$ cat src/rtl/gpu_apb_master.sv
// gpu_apb_master: buffers 32-bit GPU command words and issues each as an APB write to a fixed address.
module gpu_apb_master #(
    parameter int          DEPTH    = 8,
    parameter logic [31:0] CMD_ADDR = 32'h0000_0000
) (
    input  logic                       clk,
    input  logic                       rst,
    input  logic [31:0]                cmd_data_i,
    input  logic                       cmd_valid_i,
    output logic                       cmd_ready_o,
    input  logic                       hold_i,
    output logic [31:0]                pAddr_o,
    output logic [31:0]                pDataWrite_o,
    output logic                       pSel_o,
    output logic                       pEnable_o,
    output logic                       pWrite_o,
    output logic                       busy_o,
    output logic [$clog2(DEPTH):0]     count_o,
    output logic                       sent_o
);
    localparam int AW = $clog2(DEPTH);
    localparam int CW = AW + 1;

    typedef enum logic [1:0] {IDLE, SETUP, ACCESS} state_t;

    state_t          state_q;
    logic [31:0]     mem_q [DEPTH];
    logic [AW-1:0]   rd_q, wr_q, rd_nxt;
    logic [CW-1:0]   count_q, count_d;
    logic            push, pop, chain;
    logic [31:0]     next_head;
    logic [31:0]     addr_q, data_q;
    logic            sel_q, en_q, wr_en_q, sent_q;

    assign cmd_ready_o = !rst && (count_q != CW'(DEPTH));
    assign push        = cmd_valid_i && cmd_ready_o;
    assign pop         = state_q == ACCESS;
    assign count_d     = count_q + CW'(push) - CW'(pop);
    assign rd_nxt      = rd_q + AW'(1);
    // After a pop the new head is either still stored or is the word arriving on this very edge.
    assign next_head   = (count_q > CW'(1)) ? mem_q[rd_nxt] : cmd_data_i;
    assign chain       = (count_d != '0) && !hold_i;

    assign pAddr_o      = addr_q;
    assign pDataWrite_o = data_q;
    assign pSel_o       = sel_q;
    assign pEnable_o    = en_q;
    assign pWrite_o     = wr_en_q;
    assign sent_o       = sent_q;
    assign count_o      = count_q;
    assign busy_o       = (count_q != '0) || (state_q != IDLE);

    // Storage array: written on every accepted push.
    always_ff @(posedge clk) begin
        if (push) mem_q[wr_q] <= cmd_data_i;
    end

    // FIFO pointers and occupancy; pointers wrap naturally since DEPTH is a power of two.
    always_ff @(posedge clk or posedge rst) begin
        if (rst) begin
            rd_q    <= '0;
            wr_q    <= '0;
            count_q <= '0;
        end else begin
            if (push) wr_q <= wr_q + AW'(1);
            if (pop) rd_q <= rd_nxt;
            count_q <= count_d;
        end
    end

    // Transfer FSM with registered APB outputs; head is popped on the edge that ends ACCESS.
    always_ff @(posedge clk or posedge rst) begin
        if (rst) begin
            state_q <= IDLE;
            sel_q   <= 1'b0;
            en_q    <= 1'b0;
            wr_en_q <= 1'b0;
            addr_q  <= '0;
            data_q  <= '0;
            sent_q  <= 1'b0;
        end else begin
            case (state_q)
                IDLE: begin
                    if (count_q != '0 && !hold_i) begin
                        state_q <= SETUP;
                        sel_q   <= 1'b1;
                        wr_en_q <= 1'b1;
                        addr_q  <= CMD_ADDR;
                        data_q  <= mem_q[rd_q];
                    end
                end
                SETUP: begin
                    state_q <= ACCESS;
                    en_q    <= 1'b1;
                    sent_q  <= 1'b1;
                end
                default: begin
                    sent_q <= 1'b0;
                    en_q   <= 1'b0;
                    if (chain) begin
                        state_q <= SETUP;
                        data_q  <= next_head;
                    end else begin
                        state_q <= IDLE;
                        sel_q   <= 1'b0;
                        wr_en_q <= 1'b0;
                        addr_q  <= '0;
                        data_q  <= '0;
                    end
                end
            endcase
        end
    end
endmodule

$ cat config.mk
export PLATFORM = sky130hd
export DESIGN_NAME = gpu_apb_master
export DESIGN_NICKNAME = d
export VERILOG_FILES = /design/src/rtl/gpu_apb_master.sv
export SDC_FILE = /design/constraint.sdc
export NUM_CORES = 1
export LEC_CHECK = 0
export BUFFER_PORTS_ARGS = -buffer_cell sky130_fd_sc_hd__buf_2
export CAP_MARGIN = 10
export CORE_AREA = 2 2 173 175
export CTS_BUF_LIST = sky130_fd_sc_hd__clkbuf_8
export CTS_CLUSTER_DIAMETER = 150
export CTS_CLUSTER_SIZE = 8
export DETAILED_ROUTE_END_ITERATION = 12
export DIE_AREA = 0 0 175 177
export PLACE_DENSITY = 0.67
export RECOVER_POWER = 100
export SLEW_MARGIN = 20
export SYNTH_ARGS = -nofsm -noshare
export SYNTH_HDL_FRONTEND = slang
export SYNTH_SLANG_ARGS = --single-unit
$ cat constraint.sdc
create_clock -name clk -period 6.5 [get_ports clk]
set_clock_uncertainty 0.1 [all_clocks]
set_input_delay 0.975 -clock clk [delete_from_list [all_inputs] [get_ports clk]]
set_output_delay 0.975 -clock clk [all_outputs]
set_load 0.01 [all_outputs]
# Yosys cells after proc, flatten, opt, wreduce, memory -nomap -nowiden
# Memories as Yosys holds them, arrays and structs flattened.
# Index checks and enable logic that the tools add are counted.
[op_classes]
bitwise = 1
order_cmp = 1
addsub = 4
n_eq_ne = 5
muxes = 16
reduce_logical = 13
[ops]
columns = ["op", "n"]
rows = [
  ["$mux W32", 5],
  ["$pmux W32 S2", 2],
  ["$reduce_bool A4 Y1", 2],
  ["$add A3 B1 Y3 const B", 2],
  ["$mux W1", 5],
  ["$add A4 B1 Y4", 1],
  ["$gt A4 B1 Y1 const B", 1],
  ["$logic_and A1 B1 Y1", 4],
  ["$ne A4 B4 Y1 const B", 1],
  ["$pmux W1 S2", 2],
  ["$pmux W2 S2", 1],
  ["$sub A4 B1 Y4", 1],
  ["$reduce_and A3 Y1", 1],
  ["$eq A2 B1 Y1 const B", 1],
  ["$eq A2 B2 Y1 const B", 1],
  ["$logic_not A1 Y1", 2],
  ["$logic_not A2 Y1", 1],
  ["$mux W2", 1],
  ["$ne A2 B1 Y1 const B", 1],
  ["$ne A2 B2 Y1 const B", 1],
  ["$reduce_and A2 Y1", 1],
  ["$reduce_bool A2 Y1", 1],
  ["$logic_or A1 B1 Y1", 1],
  ["$not A1 Y1", 1],
]
[word_totals]
n_memories = 1
wordCells = 49
register_bits = 78
ramBits = 256
[mem_list]
columns = ["memory", "words", "width", "read_ports", "rd_clocked_by_memory_dff", "write_ports", "line_no", "text"]
rows = [
  ["mem_q", 8, 32, 2, 0, 1, "27", "logic [31:0] mem_q [DEPTH];"],
]

# Depth between registers and ports, before layout
[depth]
depth_word = 9
ltp_mapped = 18
depth_no_buf = 16

# Least setup slack after synthesis
# Ideal clock, no wire load.
[synth_timing]
path_kind = "input to register"
startpoint = "in rst"
endpoint = "mem mem_q[0][0], enable pin"
required_ps = 5939
t_arrival_ps = 3922
cell_stages = 5
n_path_buf = 1
setup_slack_ps = 2017
path_cell_list = "a21oi_1 > and2_1 > clkbuf_1 > nand2b_1 > nor3_1"
[synth_between]
elab_chain_cells = 5
[synth_lines]
columns = ["element", "line_no", "text"]
rows = [
  ["start: declaration", "7", "input logic rst,"],
  ["$logic_not A1 Y1 (no line)", "--", ""],
  ["$logic_and A1 B1 Y1", "35", "assign cmd_ready_o = !rst && (count_q != CW'(DEPTH));"],
  ["$logic_and A1 B1 Y1", "36", "assign push = cmd_valid_i && cmd_ready_o;"],
  ["$mux W1", "55", "if (push) mem_q[wr_q] <= cmd_data_i;"],
  ["$mux W1 (implied by the code)", "55", ""],
  ["end: declaration", "27", ""],
]
# Every way passes these cells.

# Worst setup path in the final report
[layout_timing]
startpoint = "reg count_q[2], in the netlist count_o[2]"
endpoint = "reg data_q[24], in the netlist pDataWrite_o[24]"
[layout_between]
elab_chain_cells = 9
word_cells_on_any_way = 15
cone_classes = "add/sub (2); order compare (1); eq/ne (2); mux (3); reduce/logical (7)"
[layout_lines]
columns = ["element", "line_no", "text"]
rows = [
  ["start: declaration", "29", "logic [CW-1:0] count_q, count_d;"],
  ["start signal: assignment", "67", "count_q <= count_d;"],
  ["$ne A4 B4 Y1", "35", ""],
  ["$logic_and A1 B1 Y1", "35", ""],
  ["$logic_and A1 B1 Y1", "36", ""],
  ["$add A4 B1 Y4", "38", "assign count_d = count_q + CW'(push) - CW'(pop);"],
  ["$sub A4 B1 Y4", "38", ""],
  ["$reduce_bool A4 Y1", "42", "assign chain = (count_d != '0) && !hold_i;"],
  ["$logic_and A1 B1 Y1", "42", ""],
  ["$mux W32", "100", "if (chain) begin"],
  ["$pmux W32 S2", "82", "case (state_q)"],
  ["end signal: assignment", "89", "data_q <= mem_q[rd_q];"],
  ["end signal: assignment", "102", "data_q <= next_head;"],
  ["end: declaration", "32", "logic [31:0] addr_q, data_q;"],
]
# Parallel ways exist; a longest one is shown, timed or not.
# A chain may end at the register's enable or synchronous reset.

==> metrics.csv <==
metric,value,unit
outcome,"finished, violations left",
failing checks,"capacitance limit, slew limit",
ANT nets after route,0,
fin cells,1432,
vias in the first global route,8714,
syn avg cell area,15.4,sq um
crit path DAT,5430,ps
Die ar.,31000,sq um
Overall Global Routing Usage,0.230,
crit path time final,5060,ps
maximum number of pins on one net before global-route repair,57,
P per Cell Area,476,nW/um^2
sequential fraction of the synthesis area,0.613,
crit end category,register,
min-delay worst type,register to register,
Netlist cell types,38,
Cells after Synth,933,
Final Instance Area,15600,sq um
startpoint types,register,
hold path cells,1,
maximum vdd drop,380,uV
Routed WL per cell,24.5,um
main area contributors after synthesis,"edfxtp_1 53%, mux2i_1 11%, mux4_2 10%",
commonest cells in the synthesized netlist,"256 x edfxtp_1, 160 x mux2i_1, 67 x nor3_1, 64 x mux4_2, 63 x a22oi_1",
GRT overflow,0,
DRC errors left,0,
"Async S/R FF share, synth",0.152,
Initial DRT Pass Iterations,5,
setup ws final,1440,ps
"Max FO, Critical Path",19,
H-tree levels,2,
Synth top area share,0.533,
RSZ-0062 raised after global routing,no,
filler instances,2414,
"worst slack, placed",1750,ps
clk sink count,302,
Clk Tree Root Cell,clkbuf_8,
Area after DPL,15100,sq um
post-cts resize count,0,
Post-synth EDFFs,256,
Initial Util,0.493,
Routed WL,35100,um
Final setup violation count,0,
Post-CTS Setup Repair Bufs,0,
post-DP HPWL,19000,um
most common cell in the netlist,edfxtp_1,
Top Ports,110,
total core area,29200,sq um
WP data required,6880,ps
Fin. Hold Viols,0,
area growth from synthesis to layout,8.37,%
setup_tns,0,ps
Synthesis Warnings,0,
DR iter-0 viols,802,
CTS tree,yes,
period utilization,0.778,
CTS max path bufs,3,
cell leakage power,5.56,nW
Max transition margin,-1.06,
die height,177,um
Via Count,8653,
Final Wtd Congestion,0.748,
FP Rows,63,
Max Clk Rate,198,MHz
Synth area leader,edfxtp_1,
reg2reg path depth,16,
clock-pin slew on the worst setup and hold paths,60,ps
Slew @ Worst Pin,3090,ps
nets,1054,
Die Wd,175,um
first-pass GRT wire length,52800,um
type of the worst setup path,register to register,
Final Slew Violations,339,
# placed instances,1354,
Avg Vias per Cell,6.04,
IO Port Bufs,77,
Post-Synthesis Cell Area,14400,sq um
total CTS buffers,43,
Tot Pwr,0.00744,W
fraction of layout instances using a drive strength above 1,0.134,
Yosys reg bits,302,
number of max-cap violations,14,
cts hold-fix bufs,0,
clk_lat worst skew,560,ps
Post-synth top flop,edfxtp_1,
initial antenna violation count,1,
==> where the power goes <==
group	leakage, nW	switching (W)	internal (W)	total, W
registers	2.86	0.000271	0.00241	0.00268
logic	2.21	0.00187	0.00155	0.00342
clock network	0.488	0.000702	0.000631	0.00133
total	5.56	0.00284	0.00459	0.00744
==> metrics by stage <==
| step | hold WS, ps | utilization |
|---|---|---|
| 2_1_floorplan | 380 | - |
| 3_3_place_gp | 409 | 0.515 |
| 3_5_place_dp | 413 | 0.515 |
| 4_1_cts | 432 | 0.540 |
| 5_1_grt | 471 | 0.534 |
| 6_report | 435 | 0.534 |
==> worst max-delay path, cell delays in order, from the launching register on <==
cell,delay (ps)
dfrtp_1,360
inv_1,80
ha_1,200
a21oi_1,160
and2_0,340
inv_1,90
ha_1,300
inv_1,60
ha_1,150
inv_1,60
fa_1,500
and3b_1,200
nand4_1,100
nand2_1,100
nor4b_2,1500
buf_4,510
a211o_1,180
==> sequential cells by signal, indices dropped and copies added, names as in the netlist <==
register,cells
wr_q,3
rd_q,3
sent_o,1
state_q,2
count_o,4
pDataWrite_o,32
mem_q,256
pWrite_o,1
==> layout by cell type (no fill, tap or decap), types with 2 or more instances in the layout <==
master      n
dfrtp_1    43
mux4_2     64
nor2_4      2
mux2i_1   160
nor2_1     41
a22oi_1    63
nand2_1    12
nand3_1     2
conb_1     32
nor3_1     66
inv_1      41
dfrtp_2     2
buf_4      15
xor2_1      2
ha_1        8
clkbuf_8   44
nand2b_1    4
clkbuf_1   85
a211o_1    33
xnor2_1     4
buf_2       2
nand3b_1    2
a21oi_1    34
edfxtp_1  256
==> cell families (layout without fill, tap and decap cells) <==
kind of cell    count (synthesis)  after routing  synth area share
buf+inv                       114            191            0.0479
mux                           225            225             0.212
xor+xnor                        7              7           0.00425
flops                         302            302             0.613
simple gates                  142            142            0.0479
compound gates                133            133            0.0661
other cells                     1             33          0.000260
fa+ha+maj                       9              9           0.00834
==> worst paths after layout <==
path                             from          endpoint  slack (ps)
setup reg to reg           count_o[2]  pDataWrite_o[24]        1440
min in group asynchronous         rst        count_o[1]        1500
hold reg to reg               wr_q[0]           wr_q[0]         440
setup / recovery           count_o[2]  pDataWrite_o[24]        1440
max in group asynchronous         rst           rd_q[1]        2630
hold / removal                wr_q[0]           wr_q[0]         440
==> area by class of cell <==
cell class | instances | area (sq um) | share of cell area
diodes | 1 | 2.50 | 0.000160
clock buffers | 44 | 606 | 0.0388
clock inverters | 33 | 145 | 0.00929
inverters | 12 | 45.0 | 0.00288
multi-input cells | 548 | 5040 | 0.323
flip-flops and latches | 302 | 8840 | 0.566
well taps | 390 | 488 | 0.0312
repair buffers | 102 | 442 | 0.0283
==> metal layers <==
layer  wire length (um)  GRT usage
met5                  0          0
met4                790     0.0715
met3               2530     0.0462
met2              16800      0.372
met1              14900      0.317
Note: power is estimated with default switching activity, not from simulation.
